**config.mk**
```make
export PLATFORM = sky130hd
export DESIGN_NAME = key_debounce_flat
export DESIGN_NICKNAME = d
export VERILOG_FILES = /design/src/rtl/key_debounce_if.sv /design/src/rtl/key_debounce.sv /design/src/flat_wrapper.sv
export SDC_FILE = /design/constraint.sdc
export NUM_CORES = 1
export LEC_CHECK = 0
export ABC_AREA = 1
export BUFFER_PORTS_ARGS = -buffer_cell sky130_fd_sc_hd__buf_4
export CELL_PAD_IN_SITES_DETAIL_PLACEMENT = 1
export CELL_PAD_IN_SITES_GLOBAL_PLACEMENT = 1
export CORE_MARGIN = 2
export CORE_UTILIZATION = 30
export DETAILED_ROUTE_END_ITERATION = 10
export PLACE_DENSITY_LB_ADDON = 0.15
export SYNTH_ARGS = -nofsm -noshare
export SYNTH_HDL_FRONTEND = slang
export SYNTH_SLANG_ARGS = --single-unit
```
**constraint.sdc**
```tcl
create_clock -name clk -period 3.1 [get_ports clk]
set_input_delay 0.31 -clock clk [delete_from_list [all_inputs] [get_ports clk]]
set_output_delay 0.31 -clock clk [all_outputs]
set_load 0.05 [all_outputs]
```
**src/rtl/key_debounce_if.sv**
```systemverilog
// Pushbutton bundle: raw active-low pins toward the debouncer, clean
// active-high levels and one-cycle press/release pulses back to the consumer.
interface key_debounce_if #(
  parameter int N_KEYS = 4
) ();
  logic [N_KEYS-1:0] key;
  logic [N_KEYS-1:0] key_state;
  logic [N_KEYS-1:0] key_press;
  logic [N_KEYS-1:0] key_release;

  modport master (
    output key,
    input  key_state,
    input  key_press,
    input  key_release
  );

  modport slave (
    input  key,
    output key_state,
    output key_press,
    output key_release
  );
endinterface

```
**src/rtl/key_debounce.sv**
```systemverilog
// Per-key synchroniser, counter debounce FSM and press/release pulse generator.
// Optional auto-repeat of key_press while held is enabled by defining KEY_REPEAT_EN.
module key_debounce #(
  parameter int N_KEYS          = 4,
  parameter int DEBOUNCE_CYCLES = 50000,
  parameter int SYNC_STAGES     = 2,
  parameter int REPEAT_DELAY    = 25000000,
  parameter int REPEAT_PERIOD   = 5000000
) (
  input  logic          clk,
  input  logic          reset,
  key_debounce_if.slave kb
);

  localparam int            CW       = $clog2(DEBOUNCE_CYCLES);
  localparam logic [CW-1:0] CNT_ONE  = CW'(1);
  localparam logic [CW-1:0] CNT_LAST = CW'(DEBOUNCE_CYCLES - 1);

  localparam logic [1:0] ST_RELEASED   = 2'd0;
  localparam logic [1:0] ST_PRESS_PEND = 2'd1;
  localparam logic [1:0] ST_PRESSED    = 2'd2;
  localparam logic [1:0] ST_REL_PEND   = 2'd3;

`ifdef KEY_REPEAT_EN
  localparam int REP_MAX = (REPEAT_DELAY > REPEAT_PERIOD) ? REPEAT_DELAY : REPEAT_PERIOD;
  localparam int RW      = $clog2(REP_MAX + 1);
`else
  // Repeat parameters stay in the interface so both builds share one instantiation.
  if (REPEAT_DELAY < 1 || REPEAT_PERIOD < 1) begin : g_repeat_cfg_unused
  end
`endif

  logic [N_KEYS-1:0] state_vec;
  logic [N_KEYS-1:0] press_vec;
  logic [N_KEYS-1:0] rel_vec;

  assign kb.key_state   = state_vec;
  assign kb.key_press   = press_vec;
  assign kb.key_release = rel_vec;

  for (genvar g = 0; g < N_KEYS; g++) begin : g_key
    logic [SYNC_STAGES-1:0] sync_q;
    logic                   s;
    logic [1:0]             state_q, state_d;
    logic [CW-1:0]          cnt_q, cnt_d;
    logic                   lvl_q, lvl_d;
    logic                   press_q, press_d;
    logic                   rel_q, rel_d;
    logic                   rep_fire;

    // Only the last synchroniser stage is ever looked at; s is 1 when pressed.
    assign s = ~sync_q[SYNC_STAGES-1];

    always_comb begin
      state_d = state_q;
      cnt_d   = cnt_q;
      lvl_d   = lvl_q;
      press_d = 1'b0;
      rel_d   = 1'b0;
      case (state_q)
        ST_RELEASED: begin
          if (s) begin
            state_d = ST_PRESS_PEND;
            cnt_d   = CNT_ONE;
          end
        end
        ST_PRESS_PEND: begin
          if (!s) begin
            state_d = ST_RELEASED;
            cnt_d   = '0;
          end else if (cnt_q == CNT_LAST) begin
            state_d = ST_PRESSED;
            cnt_d   = '0;
            lvl_d   = 1'b1;
            press_d = 1'b1;
          end else begin
            cnt_d = cnt_q + CNT_ONE;
          end
        end
        ST_PRESSED: begin
          if (!s) begin
            state_d = ST_REL_PEND;
            cnt_d   = CNT_ONE;
          end
        end
        default: begin
          if (s) begin
            state_d = ST_PRESSED;
            cnt_d   = '0;
          end else if (cnt_q == CNT_LAST) begin
            state_d = ST_RELEASED;
            cnt_d   = '0;
            lvl_d   = 1'b0;
            rel_d   = 1'b1;
          end else begin
            cnt_d = cnt_q + CNT_ONE;
          end
        end
      endcase
    end

`ifdef KEY_REPEAT_EN
    logic [RW-1:0] rep_q, rep_d;
    logic          rep_first_q, rep_first_d;

    // Counts cycles spent stably in PRESSED; first pulse after the long
    // delay, then the counter restarts and fires every period.
    always_comb begin
      rep_d       = '0;
      rep_first_d = 1'b0;
      rep_fire    = 1'b0;
      if (state_q == ST_PRESSED && s) begin
        rep_d       = rep_q + RW'(1);
        rep_first_d = rep_first_q;
        if (!rep_first_q && int'(rep_d) == REPEAT_DELAY) begin
          rep_fire    = 1'b1;
          rep_first_d = 1'b1;
          rep_d       = '0;
        end else if (rep_first_q && int'(rep_d) == REPEAT_PERIOD) begin
          rep_fire = 1'b1;
          rep_d    = '0;
        end
      end
    end

    always_ff @(posedge clk) begin
      if (reset) begin
        rep_q       <= '0;
        rep_first_q <= 1'b0;
      end else begin
        rep_q       <= rep_d;
        rep_first_q <= rep_first_d;
      end
    end
`else
    assign rep_fire = 1'b0;
`endif

    always_ff @(posedge clk) begin
      if (reset) begin
        sync_q  <= '1;
        state_q <= ST_RELEASED;
        cnt_q   <= '0;
        lvl_q   <= 1'b0;
        press_q <= 1'b0;
        rel_q   <= 1'b0;
      end else begin
        sync_q  <= {sync_q[SYNC_STAGES-2:0], kb.key[g]};
        state_q <= state_d;
        cnt_q   <= cnt_d;
        lvl_q   <= lvl_d;
        press_q <= press_d | rep_fire;
        rel_q   <= rel_d;
      end
    end

    assign state_vec[g] = lvl_q;
    assign press_vec[g] = press_q;
    assign rel_vec[g]   = rel_q;
  end

endmodule

```
**src/flat_wrapper.sv**
```systemverilog
// flat-port wrapper written by rule: the top's interface ports become plain ports
module key_debounce_flat 
#(
  parameter int N_KEYS          = 4,
  parameter int DEBOUNCE_CYCLES = 50000,
  parameter int SYNC_STAGES     = 2,
  parameter int REPEAT_DELAY    = 25000000,
  parameter int REPEAT_PERIOD   = 5000000
)
  (clk, reset, kb_key, kb_key_state, kb_key_press, kb_key_release);
  key_debounce_if #(.N_KEYS(N_KEYS)) kb_i ();
  input  logic clk;
  input  logic reset;
  input wire logic [$bits(kb_i.key)-1:0] kb_key;
  output wire logic [$bits(kb_i.key_state)-1:0] kb_key_state;
  output wire logic [$bits(kb_i.key_press)-1:0] kb_key_press;
  output wire logic [$bits(kb_i.key_release)-1:0] kb_key_release;
  assign kb_i.key = kb_key;
  assign kb_key_state = kb_i.key_state;
  assign kb_key_press = kb_i.key_press;
  assign kb_key_release = kb_i.key_release;
  key_debounce #(.N_KEYS(N_KEYS), .DEBOUNCE_CYCLES(DEBOUNCE_CYCLES), .SYNC_STAGES(SYNC_STAGES), .REPEAT_DELAY(REPEAT_DELAY), .REPEAT_PERIOD(REPEAT_PERIOD)) u_core (.clk(clk), .reset(reset), .kb(kb_i));
endmodule
```
---- Yosys cells after proc, flatten, opt, wreduce, memory -nomap -nowiden ----
Cells that the tools add are included.
W data, S select, Z words.
storage, ports and cells
  word-level logic and storage cells ...... 180
  register bits ........................... 92
operators by class
  reductions and logical operators ........ 32
  $add $sub $neg .......................... 4
  muxes and demuxes ....................... 76
  bitwise logic cells ..................... 12
  eq/ne operators ......................... 32
operators with widths
  operator                 number
  $mux W16                 20
  $pmux W16 S3             4
  $add A16 B1 Y16 const B  4
  $eq A16 B16 Y1 const B   4
  $mux W2                  24
  $reduce_and A4 Y1        8
  $pmux W2 S3              4
  $mux W1                  20
  $reduce_or A5 Y1         4
  $ne A2 B2 Y1 const B     8
  $ne A4 B4 Y1 const B     4
  $ne A3 B1 Y1 const B     4
  $not A1 Y1               12
  $reduce_or A3 Y1         4
  $eq A2 B1 Y1 const B     4
  $eq A2 B2 Y1 const B     4
  $logic_not A2 Y1         4
  $ne A2 B1 Y1 const B     4
  $pmux W1 S2              4
  $reduce_and A2 Y1        4
  $reduce_bool A2 Y1       4
  $reduce_or A2 Y1         4

---- Logic depth before layout (Yosys ltp) ----
Gate-level depths: netlist of run 1.
  word-level depth ........................ 4
  depth in mapped cells ................... 13
  gate-level depth less buffers ........... 12

---- Least setup slack after synthesis of run 1 ----
OpenSTA, ideal clock, no wires.
  path type ............................... flip-flop to flip-flop
  start ................................... register u_core.g_key[0].state_q[0]
  end ..................................... register u_core.g_key[0].cnt_q[12]
  data arrival time ....................... 1434 ps
  cell stages (with the launch flop) ...... 13
  required time ........................... 2987 ps
  clock period less this slack ............ 1548 ps
  setup slack ............................. 1552 ps
  path through ............................ dfxtp_1 > inv_1 > ha_1 > nand2_1 > nand2_4 > nor2_4 > nand2_2 > nor2_4 > nand3_2 > nor2_1 > nand2_1 > nand2_1 > nor2_1
between the ends
  word-level cells in the longest chain between the ends .. 3
ends and longest elaborated chain
  what                                                           RTL line             source
  start, declared                                                key_debounce.sv:44   logic [1:0] state_q, state_d;
  start signal, assigned                                         key_debounce.sv:149  state_q <= state_d;
  $eq A2 B2 Y1 or $logic_not A2 Y1 (tied branches)               key_debounce.sv:60   case (state_q)
  $ne A2 B1 Y1 (no source line) or $ne A2 B2 Y1 (tied branches)  --
  $reduce_and A2 Y1 (no source line)                             --
  end signal, assigned                                           key_debounce.sv:150  cnt_q <= cnt_d;
  end, declared                                                  key_debounce.sv:45   logic [CW-1:0] cnt_q, cnt_d;
Parallel ways exist; a longest one is shown, timed or not.
A chain may end at the register's enable or synchronous reset.

---- Final worst setup path of run 1 ----
  start ................................... register u_core.g_key[2].state_q[0]
  end ..................................... register u_core.g_key[2].cnt_q[13]
between the ends
  word-level cells in the longest chain between the ends .. 3
ends and longest elaborated chain
  what                                                           RTL line
  start, declared                                                key_debounce.sv:44
  start signal, assigned                                         key_debounce.sv:149
  $eq A2 B2 Y1 or $logic_not A2 Y1 (tied branches)               key_debounce.sv:60
  $ne A2 B1 Y1 (no source line) or $ne A2 B2 Y1 (tied branches)  --
  $reduce_and A2 Y1 (no source line)                             --
  end signal, assigned                                           key_debounce.sv:150
  end, declared                                                  key_debounce.sv:45
Parallel ways exist; a longest one is shown, timed or not.

==> results.py, run 1 <==
metrics = {
    "sta": {
        "finalSetupViolCount": 0,
        "skew_ps": 4.963,
        "timing.setup.tns_ps": 0,
        "period_minus_slack_ps": 1962,
        "final.period_utilization": 0.6328,
        "finalMaxSlewViolations": 0,
        "hold_ws_ps": 145.4,
        "final-hold-violation-count": 0,
        "slew_headroom": 0.5989,
        "rsz0062_at_grt": "no",
        "fmax_ghz": 0.5098,
        "worstMarginPinSlew_ps": 601.6,
    },
    "die": {
        "die_area_mm2": 0.01799,
        "rows": 47,
        "die_height_um": 134.1,
        "initial_core_util": 0.3062,
        "io_pins": 18,
        "die_w_um": 134.1,
        "design.core.area_mm2": 0.01658,
    },
    "worst_setup_path": {
        "crit_path_end_kind": "flip-flop",
        "critPathMaxStageDelay_ps": 470,
        "start_kind": "flip-flop",
        "critical_path_class": "flip-flop to flip-flop",
        "crit_chain": "inv_1, ha_1, inv_1, o21ai_2, inv_2, nand2_1, inv_1, nand2_1, nor2_1, o21ai_0, nor2_2",
        "worstPathArrival_ps": 2200,
        "cp_max_fo": 11,
        "critPathSlowestCell": "o21ai_2",
        "critical_path_required_ps": 3340,
        "path_common_cell": "inv_1",
    },
    "clock_network": {
        "cts.hold.buffers_added": 0,
        "cts_tree": "built",
        "insertion_delay_ps": 350,
        "htreeDepth": 3,
        "cts_buffer_depth": 2,
        "post_cts_buffers": 0,
        "cts_root_buffer": "clkbuf_16",
        "numCtsBuffers": 9,
        "clkTransAtPathRegs_ps": 60,
        "post_cts_resized": 0,
        "clkSinkCount": 92,
    },
    "yosys": {
        "yosys.area.top_type": "dfxtp_1",
        "ys_seq_area_frac": 0.3627,
        "synthTopCellsByArea": "dfxtp_1, nand2_1, nor2_1, inv_1, ha_1",
        "synth_most_common_cell": "nand2_1",
        "synth_seq_cells": 92,
        "synth_top_area_frac": 0.3627,
        "avgSynthCellArea_um2": 7.073,
        "ys.warnings.count": 0,
        "syn_area_mm2": 0.005079,
        "synth.distinct_cells": 42,
        "synthCells": 718,
        "syn-num-nets": 744,
        "synth_edf_count": 0,
        "yosys-top-cells-count": "nand2_1, nor2_1, inv_1, dfxtp_1, nand3_1",
        "ys.flop_type": "dfxtp_1",
        "async_flop_share": 0,
    },
    "route": {
        "drc_errors": 0,
        "drt-initial-drc-count": 120,
        "vias_per_cell": 4.510,
        "routed_wl_um": 11590,
        "wire_per_inst_um": 12.25,
        "ant_nets": 0,
        "vias": 4266,
        "dr.pass1.iters": 4,
    },
    "finish": {
        "fin_util": 0.3379,
        "antenna_cells": 0,
        "num-nets-final": 748,
        "areaGrowthSynthToFinish_pct": 10.35,
        "drive_gt1_frac": 0.1336,
        "filler_cell_count": 2131,
    },
    "placed_design": {
        "numPortBuffers": 17,
        "dp_hpwl_um": 8806,
        "place_congestion": 0.8004,
    },
    "global_route": {
        "grt_start_max_net_pins": 20,
        "grt_usage": 0.1386,
        "grt_pass1_vias": 4365,
        "overflow": 0,
        "grt_pass1_wl_um": 20410,
        "antenna_found_initial": 0,
    },
    "pwr": {
        "p_int_w": 0.001910,
        "clkPwrFrac": 0.469,
        "power_density_mw_per_mm2": 438.3,
        "power_frac_seq": 0.490,
        "power.share.combinational": 0.041,
        "leakage_nw": 2.202,
        "ir_drop_mv": 0.2847,
        "p_sw_frac": 0.2223,
        "switchingPower_w": 0.0005462,
    },
    "job": {
        "max-cap-violations": 0,
    },
    "run_status": {
        "status": "complete, no violations",
    },
    "worst_hold_path": {
        "hold_path.class": "input port to flip-flop",
    },
}
-- area by class of cell --
cell class / count / area, um^2 / area share
Multi-Input combinational cell: 501 / 2673 / 0.4769
Sequential cell: 92 / 1842 / 0.3286
Inverter: 100 / 375.4 / 0.06698
Tap cell: 220 / 275.3 / 0.04912
Clock buffer: 14 / 274.0 / 0.04889
Timing Repair Buffer: 18 / 135.1 / 0.02411
Clock inverter: 1 / 30.03 / 0.005358
-- per-layer routing --
metal  track usage  vias to the layer above  share of wire
met4       0.05731                        0          0.018
met2        0.2368                       31           0.47
met1        0.1737                     1986           0.49
met5             0                        -              0
met3       0.02268                       13          0.022
li1              -                     2236              -
-- layout by cell type (no fill, tap or decap), types with 4 or more instances in the layout --
master,synthesis,layout
nor2_4,4,4
nand2_4,5,5
xor2_1,24,24
nor2_1,116,116
nand2_2,16,16
nand4_1,10,10
nor3_2,5,5
nor2_2,16,16
or2_2,9,9
inv_2,5,5
o21ai_0,18,18
inv_1,95,95
xnor2_1,6,6
nand3_1,43,43
nand2_1,138,138
a21oi_1,21,21
buf_4,13,18
clkbuf_16,0,9
ha_1,20,20
dfxtp_1,92,92
nor3_1,24,24
-- registers in the layout, summed over array words and instances, names as in the netlist, named ones only --
signal / cells
u_core.g_key.cnt_q: 64
u_core.g_key.lvl_q: 4
u_core.g_key.press_q: 4
u_core.g_key.rel_q: 4
u_core.g_key.state_q: 4
u_core.g_key.sync_q: 8
-- critical path: cells and delay by family, from the launching register on --
kind,cells,cell delay [ps]
and+or+nand+nor,4,300
buffers and inverters,4,380
AOI/OAI and AO/OA,2,650
DFF,1,350
adders and majority gates,1,160
-- path summary, 6_finish.rpt --
kind | from | endpoint | slack, ps | depth (start not counted)
hold reg to reg | u_core.g_key[3].sync_q[0] | u_core.g_key[3].sync_q[1] | 410 | 1
setup reg to reg | u_core.g_key[2].state_q[0] | u_core.g_key[2].cnt_q[13] | 1140 | 11
setup / recovery | u_core.g_key[2].state_q[0] | u_core.g_key[2].cnt_q[13] | 1140 | 11
hold / removal | kb_key[2] | u_core.g_key[2].sync_q[0] | 150 | 2
-- kinds of logic after synthesis --
group	after synthesis	share of synthesized area
buffers and inverters	125	0.1111
adder cells (fa/ha/maj)	20	0.04927
XOR/XNOR	30	0.05174
flip-flops	92	0.3627
multiplexers	2	0.003942
AND/OR/NAND/NOR	397	0.3629
AO/OA/AOI/OAI	52	0.05839
-- per-stage QoR --
step / setup slack (ps) / instances / cell area [um^2] / power, W
after detailed placement: 1108 / 931 / 5300 / 0.001334
final: 1138 / 946 / 5604 / 0.002456
after global placement: 1206 / 931 / 5300 / 0.001332
after floorplan: 1552 / 718 / 5079 / 0.001314
after CTS: 1104 / 946 / 5604 / 0.002518
after global routing: 954.7 / 946 / 5604 / 0.002566
-- power by group through the flow --
stage | Combinational (W) | Sequential, W | Clock, W
6_report | 0.000102 | 0.00120 | 0.00115
5_1_grt | 0.000116 | 0.00120 | 0.00125
4_1_cts | 0.000105 | 0.00120 | 0.00121
3_5_place_dp | 0.000104 | 0.00123 | 0
3_3_place_gp | 0.000102 | 0.00123 | 0
2_1_floorplan | 0.0000877 | 0.00123 | 0
Note: power is estimated with default switching activity, not from simulation.
==> run 2, diff against run 1 <==
==> constraint.sdc (replaced) <==
create_clock -name clk -period 1.7 [get_ports clk]
set_input_delay 0.17 -clock clk [delete_from_list [all_inputs] [get_ports clk]]
set_output_delay 0.17 -clock clk [all_outputs]
set_load 0.05 [all_outputs]
==> run 2 against run 1 <==
  * Non-clock buffer count increased by 42
  * Combinational power increased to 2.7 times the previous value
  * Register-to-register slack got worse by 1000 ps
  * Clock-buffer cell count unchanged
  * Fmax increased by 23%
  * Clock power increased by 75%
  * Sequential share of layout area decreased by 2.6 points
  * Utilization increased by 3.4 points
  * Sequential power increased by 83%
  * Die area unchanged
  * Clock skew increased by 4.9 ps
  * Largest power group unchanged
  * Highest routed layer unchanged
==> results.py, run 2 (same netlist as run 1, synthesis figures left out) <==
metrics = {
    "run_status": {
        "status": "complete, no violations",
    },
    "sta": {
        "fin_ws_ps": 105.6,
        "skew_ps": 9.908,
        "worstMarginPinSlew_ps": 709.5,
        "final.period_utilization": 0.9379,
        "hold_ws_ps": 11.94,
        "slew_headroom": 0.5265,
        "finalMaxSlewViolations": 0,
        "finalSetupViolCount": 0,
        "final-hold-violation-count": 0,
        "fmax_ghz": 0.6272,
        "period_minus_slack_ps": 1594,
    },
    "placed_design": {
        "post_dp_cell_area_mm2": 0.005525,
        "placedCellCount": 961,
        "place_congestion": 0.8389,
        "numPortBuffers": 17,
        "dp_hpwl_um": 9276,
        "pre_cts_ws_ps": -40.18,
    },
    "worst_setup_path": {
        "crit_chain": "inv_2, ha_4, nand2_4, nand2_4, nor2_4, nand2_2, nor2_4, nand3_4, nor2_2, nand2_1, nand2_1, nor2_1",
        "critPathMaxStageDelay_ps": 360,
        "worstPathArrival_ps": 1830,
        "cp_max_fo": 5,
        "r2r_cells": 12,
        "critical_path_required_ps": 1930,
        "start_kind": "flip-flop",
        "critical_path_class": "flip-flop to flip-flop",
        "critPathSlowestCell": "dfxtp_4",
        "crit_path_end_kind": "flip-flop",
    },
    "route": {
        "drt-initial-drc-count": 112,
        "ant_nets": 0,
        "drc_errors": 0,
        "vias": 4428,
        "routed_wl_um": 12690,
        "dr.pass1.iters": 4,
        "vias_per_cell": 4.468,
        "wire_per_inst_um": 12.80,
    },
    "global_route": {
        "grt_usage": 0.1435,
        "grt_pass1_vias": 4608,
        "overflow": 0,
        "grt_pass1_wl_um": 21140,
        "grt_start_max_net_pins": 19,
        "antenna_found_initial": 0,
    },
    "finish": {
        "areaGrowthSynthToFinish_pct": 21.46,
        "filler_cell_count": 2099,
        "reg.largest.list": "u_core.g_key.cnt_q (64), u_core.g_key.sync_q (8)",
        "final_cell_mix": "nand2_1, nor2_1, inv_1",
        "fin_area_mm2": 0.006168,
        "stdcell_count": 991,
        "fin_util": 0.3720,
        "max_flop_register": "u_core.g_key.cnt_q",
        "final_common_cell": "nand2_1",
        "drive_gt1_frac": 0.2464,
        "num-nets-final": 793,
        "largest_reg_flops": 64,
        "antenna_cells": 0,
    },
    "clock_network": {
        "insertion_delay_ps": 350,
        "cts_tree": "built",
        "numCtsBuffers": 9,
        "clkSinkCount": 92,
        "htreeDepth": 3,
        "cts_buffer_depth": 2,
        "cts_root_buffer": "clkbuf_16",
        "clkTransAtPathRegs_ps": 60,
    },
    "die": {
        "die_area_mm2": 0.01799,
        "design.core.area_mm2": 0.01658,
        "initial_core_util": 0.3062,
        "die_w_um": 134.1,
        "io_pins": 18,
        "die_height_um": 134.1,
        "rows": 47,
    },
    "pwr": {
        "ir_drop_mv": 0.4363,
        "leakage_nw": 2.446,
        "power_density_mw_per_mm2": 726.3,
    },
    "worst_hold_path": {
        "whs_path_depth": 2,
        "hold_path.class": "input port to flip-flop",
    },
    "job": {
        "max-cap-violations": 0,
    },
}
[run 2: cell count changes in the layout (fill, tap and decap cells not counted), sizes merged]
| cell | change |
|---|---|
| buf | +41 |
| bufinv | -1 |
| dlygate4sd3 | +1 |
| nand2 | +3 |
| clkinv | +1 |
[run 2: where the power goes]
part | switching (W) | total [W] | leakage, nW | internal (W)
combinational | 0.000170 | 0.000276 | 1.55 | 0.000106
clock | 0.000869 | 0.00201 | 0.145 | 0.00114
sequential | 0.0000177 | 0.00219 | 0.750 | 0.00217
[run 2: critical path, delay by kind of cell (launching register included)]
family	cells	cell delay [ps]
and+or+nand+nor	10	890
DFF	1	360
adders and majority gates	1	170
buffers and inverters	1	60
[run 2: final timing paths]
check | start | slack (ps) | end
setup / recovery | u_core.g_key[0].state_q[0] | 110 | u_core.g_key[0].cnt_q[12]
hold / removal | kb_key[0] | 10 | u_core.g_key[0].sync_q[0]
hold reg to reg | u_core.g_key[0].sync_q[0] | 410 | u_core.g_key[0].sync_q[1]
setup reg to reg | u_core.g_key[0].state_q[0] | 110 | u_core.g_key[0].cnt_q[12]
[run 2: metrics by stage]
step,setup TNS [ps],total power [W]
global route,-73.80,0.004670
floorplan,0,0.002396
CTS,0,0.004511
finish,0,0.004480
detailed placement,-202.9,0.002467
global placement,0,0.002460
[run 2: final cells by class]
| cell class | count | area, um^2 | share of cell area |
|---|---|---|---|
| sequential | 92 | 1864 | 0.3022 |
| clock inverter | 1 | 5.005 | 0.0008114 |
| multi-input combinational | 504 | 2898 | 0.4698 |
| timing repair buffer | 60 | 464.2 | 0.07525 |
| tap | 220 | 275.3 | 0.04462 |
| clock buffer | 14 | 284.0 | 0.04604 |
| inverter | 100 | 377.9 | 0.06126 |
[run 2: routing by layer]
metal | GRT usage | wire, um | part of all wire
met4 | 0.05146 | 174 | 0.014
met3 | 0.02116 | 183 | 0.014
met2 | 0.2453 | 6102 | 0.48
met5 | 0 | 0 | 0
met1 | 0.1845 | 6226 | 0.49
[run 2: what timing repair did]
| item | in CTS | in global routing |
|---|---|---|
| resized for setup | 2 | 69 |
| hold endpoints to repair | 1 | 0 |
| hold buffers | 1 | 0 |
| pin swaps | 0 | 18 |
| setup endpoints to repair | 19 | 66 |
| gates cloned | 0 | 3 |
| buffers inserted | 0 | 11 |
==> run 3, diff against run 2 <==
--- a/config.mk
+++ b/config.mk
@@ -6,12 +6,13 @@
 export NUM_CORES = 1
 export LEC_CHECK = 0
 export ABC_AREA = 1
-export BUFFER_PORTS_ARGS = -buffer_cell sky130_fd_sc_hd__buf_4
 export CELL_PAD_IN_SITES_DETAIL_PLACEMENT = 1
 export CELL_PAD_IN_SITES_GLOBAL_PLACEMENT = 1
 export CORE_MARGIN = 2
 export CORE_UTILIZATION = 30
+export CTS_BUF_LIST = sky130_fd_sc_hd__clkbuf_8
 export DETAILED_ROUTE_END_ITERATION = 10
+export DONT_BUFFER_PORTS = 1
 export PLACE_DENSITY_LB_ADDON = 0.15
 export SYNTH_ARGS = -nofsm -noshare
 export SYNTH_HDL_FRONTEND = slang
==> run 3 against run 2 <==
  * Routed wire length decreased by 3.6%
  * Global-route usage decreased by 0.13 points
  * Combinational power decreased by 9.1%
  * Sequential power about the same
  * Power decreased by 8.1%
  * Critical path type unchanged
==> results.py, run 3 (same netlist as run 1, synthesis figures left out) <==
metrics = {
    "sta": {
        "final-hold-violation-count": 0,
        "fmax_ghz": 0.6266,
        "period_minus_slack_ps": 1596,
        "final.period_utilization": 0.9388,
        "finalMaxSlewViolations": 0,
        "skew_ps": 7.253,
        "rsz0062_at_grt": "yes",
        "finalSetupViolCount": 0,
        "worstMarginPinSlew_ps": 766.5,
        "slew_headroom": 0.4873,
    },
    "route": {
        "dr.pass1.iters": 4,
        "drt-initial-drc-count": 98,
        "drc_errors": 0,
        "vias": 4373,
        "routed_wl_um": 12230,
        "vias_per_cell": 4.471,
        "ant_nets": 0,
        "wire_per_inst_um": 12.51,
    },
    "finish": {
        "areaGrowthSynthToFinish_pct": 17.34,
        "fin_area_mm2": 0.005959,
        "filler_cell_count": 2108,
        "largest_reg_flops": 64,
        "antenna_cells": 0,
        "final_common_cell": "nand2_1",
        "final_cell_mix": "nand2_1, nor2_1, inv_1",
        "max_flop_register": "u_core.g_key.cnt_q",
        "drive_gt1_frac": 0.2256,
        "reg.largest.list": "u_core.g_key.cnt_q (64), u_core.g_key.sync_q (8)",
        "num-nets-final": 779,
        "stdcell_count": 978,
    },
    "die": {
        "rows": 47,
        "die_w_um": 134.1,
        "design.core.area_mm2": 0.01658,
        "die_area_mm2": 0.01799,
        "io_pins": 18,
        "die_height_um": 134.1,
        "initial_core_util": 0.3062,
    },
    "pwr": {
        "clkPwrFrac": 0.406,
        "leakage_nw": 2.357,
        "p_sw_frac": 0.2488,
        "ir_drop_mv": 0.3900,
        "power_frac_seq": 0.533,
        "finalPower_w": 0.004117,
        "switchingPower_w": 0.001024,
        "power_density_mw_per_mm2": 690.8,
        "p_int_w": 0.003093,
        "power.share.combinational": 0.061,
    },
    "worst_setup_path": {
        "start_kind": "flip-flop",
        "critical_path_required_ps": 2020,
        "r2r_setup_slack_ps": 100,
        "critical_path_class": "flip-flop to flip-flop",
        "r2r_cells": 10,
        "cp_max_fo": 3,
        "crit_path_end_kind": "flip-flop",
        "worstReg2RegEnd": "u_core.g_key[2].cnt_q[14]",
        "worstPathArrival_ps": 1920,
    },
    "placed_design": {
        "post_dp_cell_area_mm2": 0.005375,
        "placedCellCount": 941,
        "dp_hpwl_um": 8970,
        "place_congestion": 0.8219,
        "numPortBuffers": 0,
    },
    "clock_network": {
        "cts_tree": "built",
        "clkSinkCount": 92,
        "cts_buffer_depth": 2,
        "cts_root_buffer": "clkbuf_8",
        "numCtsBuffers": 9,
        "htreeDepth": 3,
        "insertion_delay_ps": 390,
        "clkTransAtPathRegs_ps": 100,
    },
    "run_status": {
        "status": "complete, no violations",
    },
    "global_route": {
        "grt_pass1_vias": 4467,
        "antenna_found_initial": 0,
        "grt_start_max_net_pins": 19,
        "grt_usage": 0.1422,
        "grt_pass1_wl_um": 20690,
        "overflow": 0,
    },
    "worst_hold_path": {
        "hp-start": "reset",
        "whs_path_depth": 4,
        "hold_path.class": "input port to flip-flop",
    },
    "job": {
        "max-cap-violations": 0,
    },
}
==> run 3: metal layers <==
metal / vias to the layer above / share of wire / global-route usage
met5: - / 0 / 0
li1: 2294 / - / -
met2: 27 / 0.50 / 0.2484
met4: 0 / 0.014 / 0.04912
met3: 9 / 0.028 / 0.03364
met1: 2043 / 0.46 / 0.1713
==> run 3: through the flow <==
| step | util | hold slack (ps) | setup WS [ps] | TNS (ps) |
|---|---|---|---|---|
| 2_1_floorplan | - | 273.8 | 152.2 | 0 |
| 3_3_place_gp | 0.3241 | 250.7 | 3.712 | 0 |
| 3_5_place_dp | 0.3241 | 249.2 | -47.65 | -136.1 |
| 4_1_cts | 0.3416 | 106.0 | 10.99 | 0 |
| 5_1_grt | 0.3594 | 143.8 | -29.94 | -102.8 |
| 6_report | 0.3594 | 155.0 | 104.0 | 0 |
==> run 3: worst max-delay path by stage <==
stage	start	to	slack [ps]
3_5_place_dp	u_core.g_key[0].state_q[0]	u_core.g_key[0].cnt_q[15]	-50
4_1_cts	u_core.g_key[0].state_q[0]	u_core.g_key[0].cnt_q[13]	10
3_3_place_gp	u_core.g_key[0].cnt_q[0]	u_core.g_key[0].cnt_q[15]	4
6_report	flip-flop	u_core.g_key[2].cnt_q[14]	100
2_1_floorplan	u_core.g_key[0].state_q[0]	u_core.g_key[0].cnt_q[12]	150
5_1_grt	flip-flop	u_core.g_key[2].cnt_q[12]	-30
==> run 3: layout make-up <==
cell class	count	area (um^2)	share of cell area
flip-flops and latches	92	1864	0.3128
repair buffers	48	376.6	0.06320
well taps	220	275.3	0.04619
clock buffers	9	123.9	0.02079
clock inverters	7	91.34	0.01533
multi-input cells	502	2850	0.4783
inverters	100	377.9	0.06341
==> run 3: power by group through the flow <==
stage / combinational, W / clock (W) / sequential [W]
after floorplan: 0.000160 / 0 / 0.00224
after global placement: 0.000197 / 0 / 0.00224
after detailed placement: 0.000201 / 0 / 0.00224
after CTS: 0.000220 / 0.00177 / 0.00219
after global routing: 0.000281 / 0.00185 / 0.00220
final: 0.000251 / 0.00167 / 0.00219
==> run 3: timing repair <==
action | 4_1_cts | 5_1_grt
endpoints found under the hold margin | 18 | 0
gates resized for setup | 6 | 56
hold buffers | 5 | 0
setup buffers | 1 | 14
pin swaps | 1 | 18
endpoints found under the setup margin | 7 | 58
gates cloned | 0 | 1
==> run 3: critical path: stages (launching register included) <==
cell and delay (ps):
dfxtp_2 330, buf_4 130, ha_1 190, inv_1 70
o21ai_2 80, inv_2 90, nand2_1 80, nor2_2 130
nand2_1 90, or2_0 210, a21oi_1 120
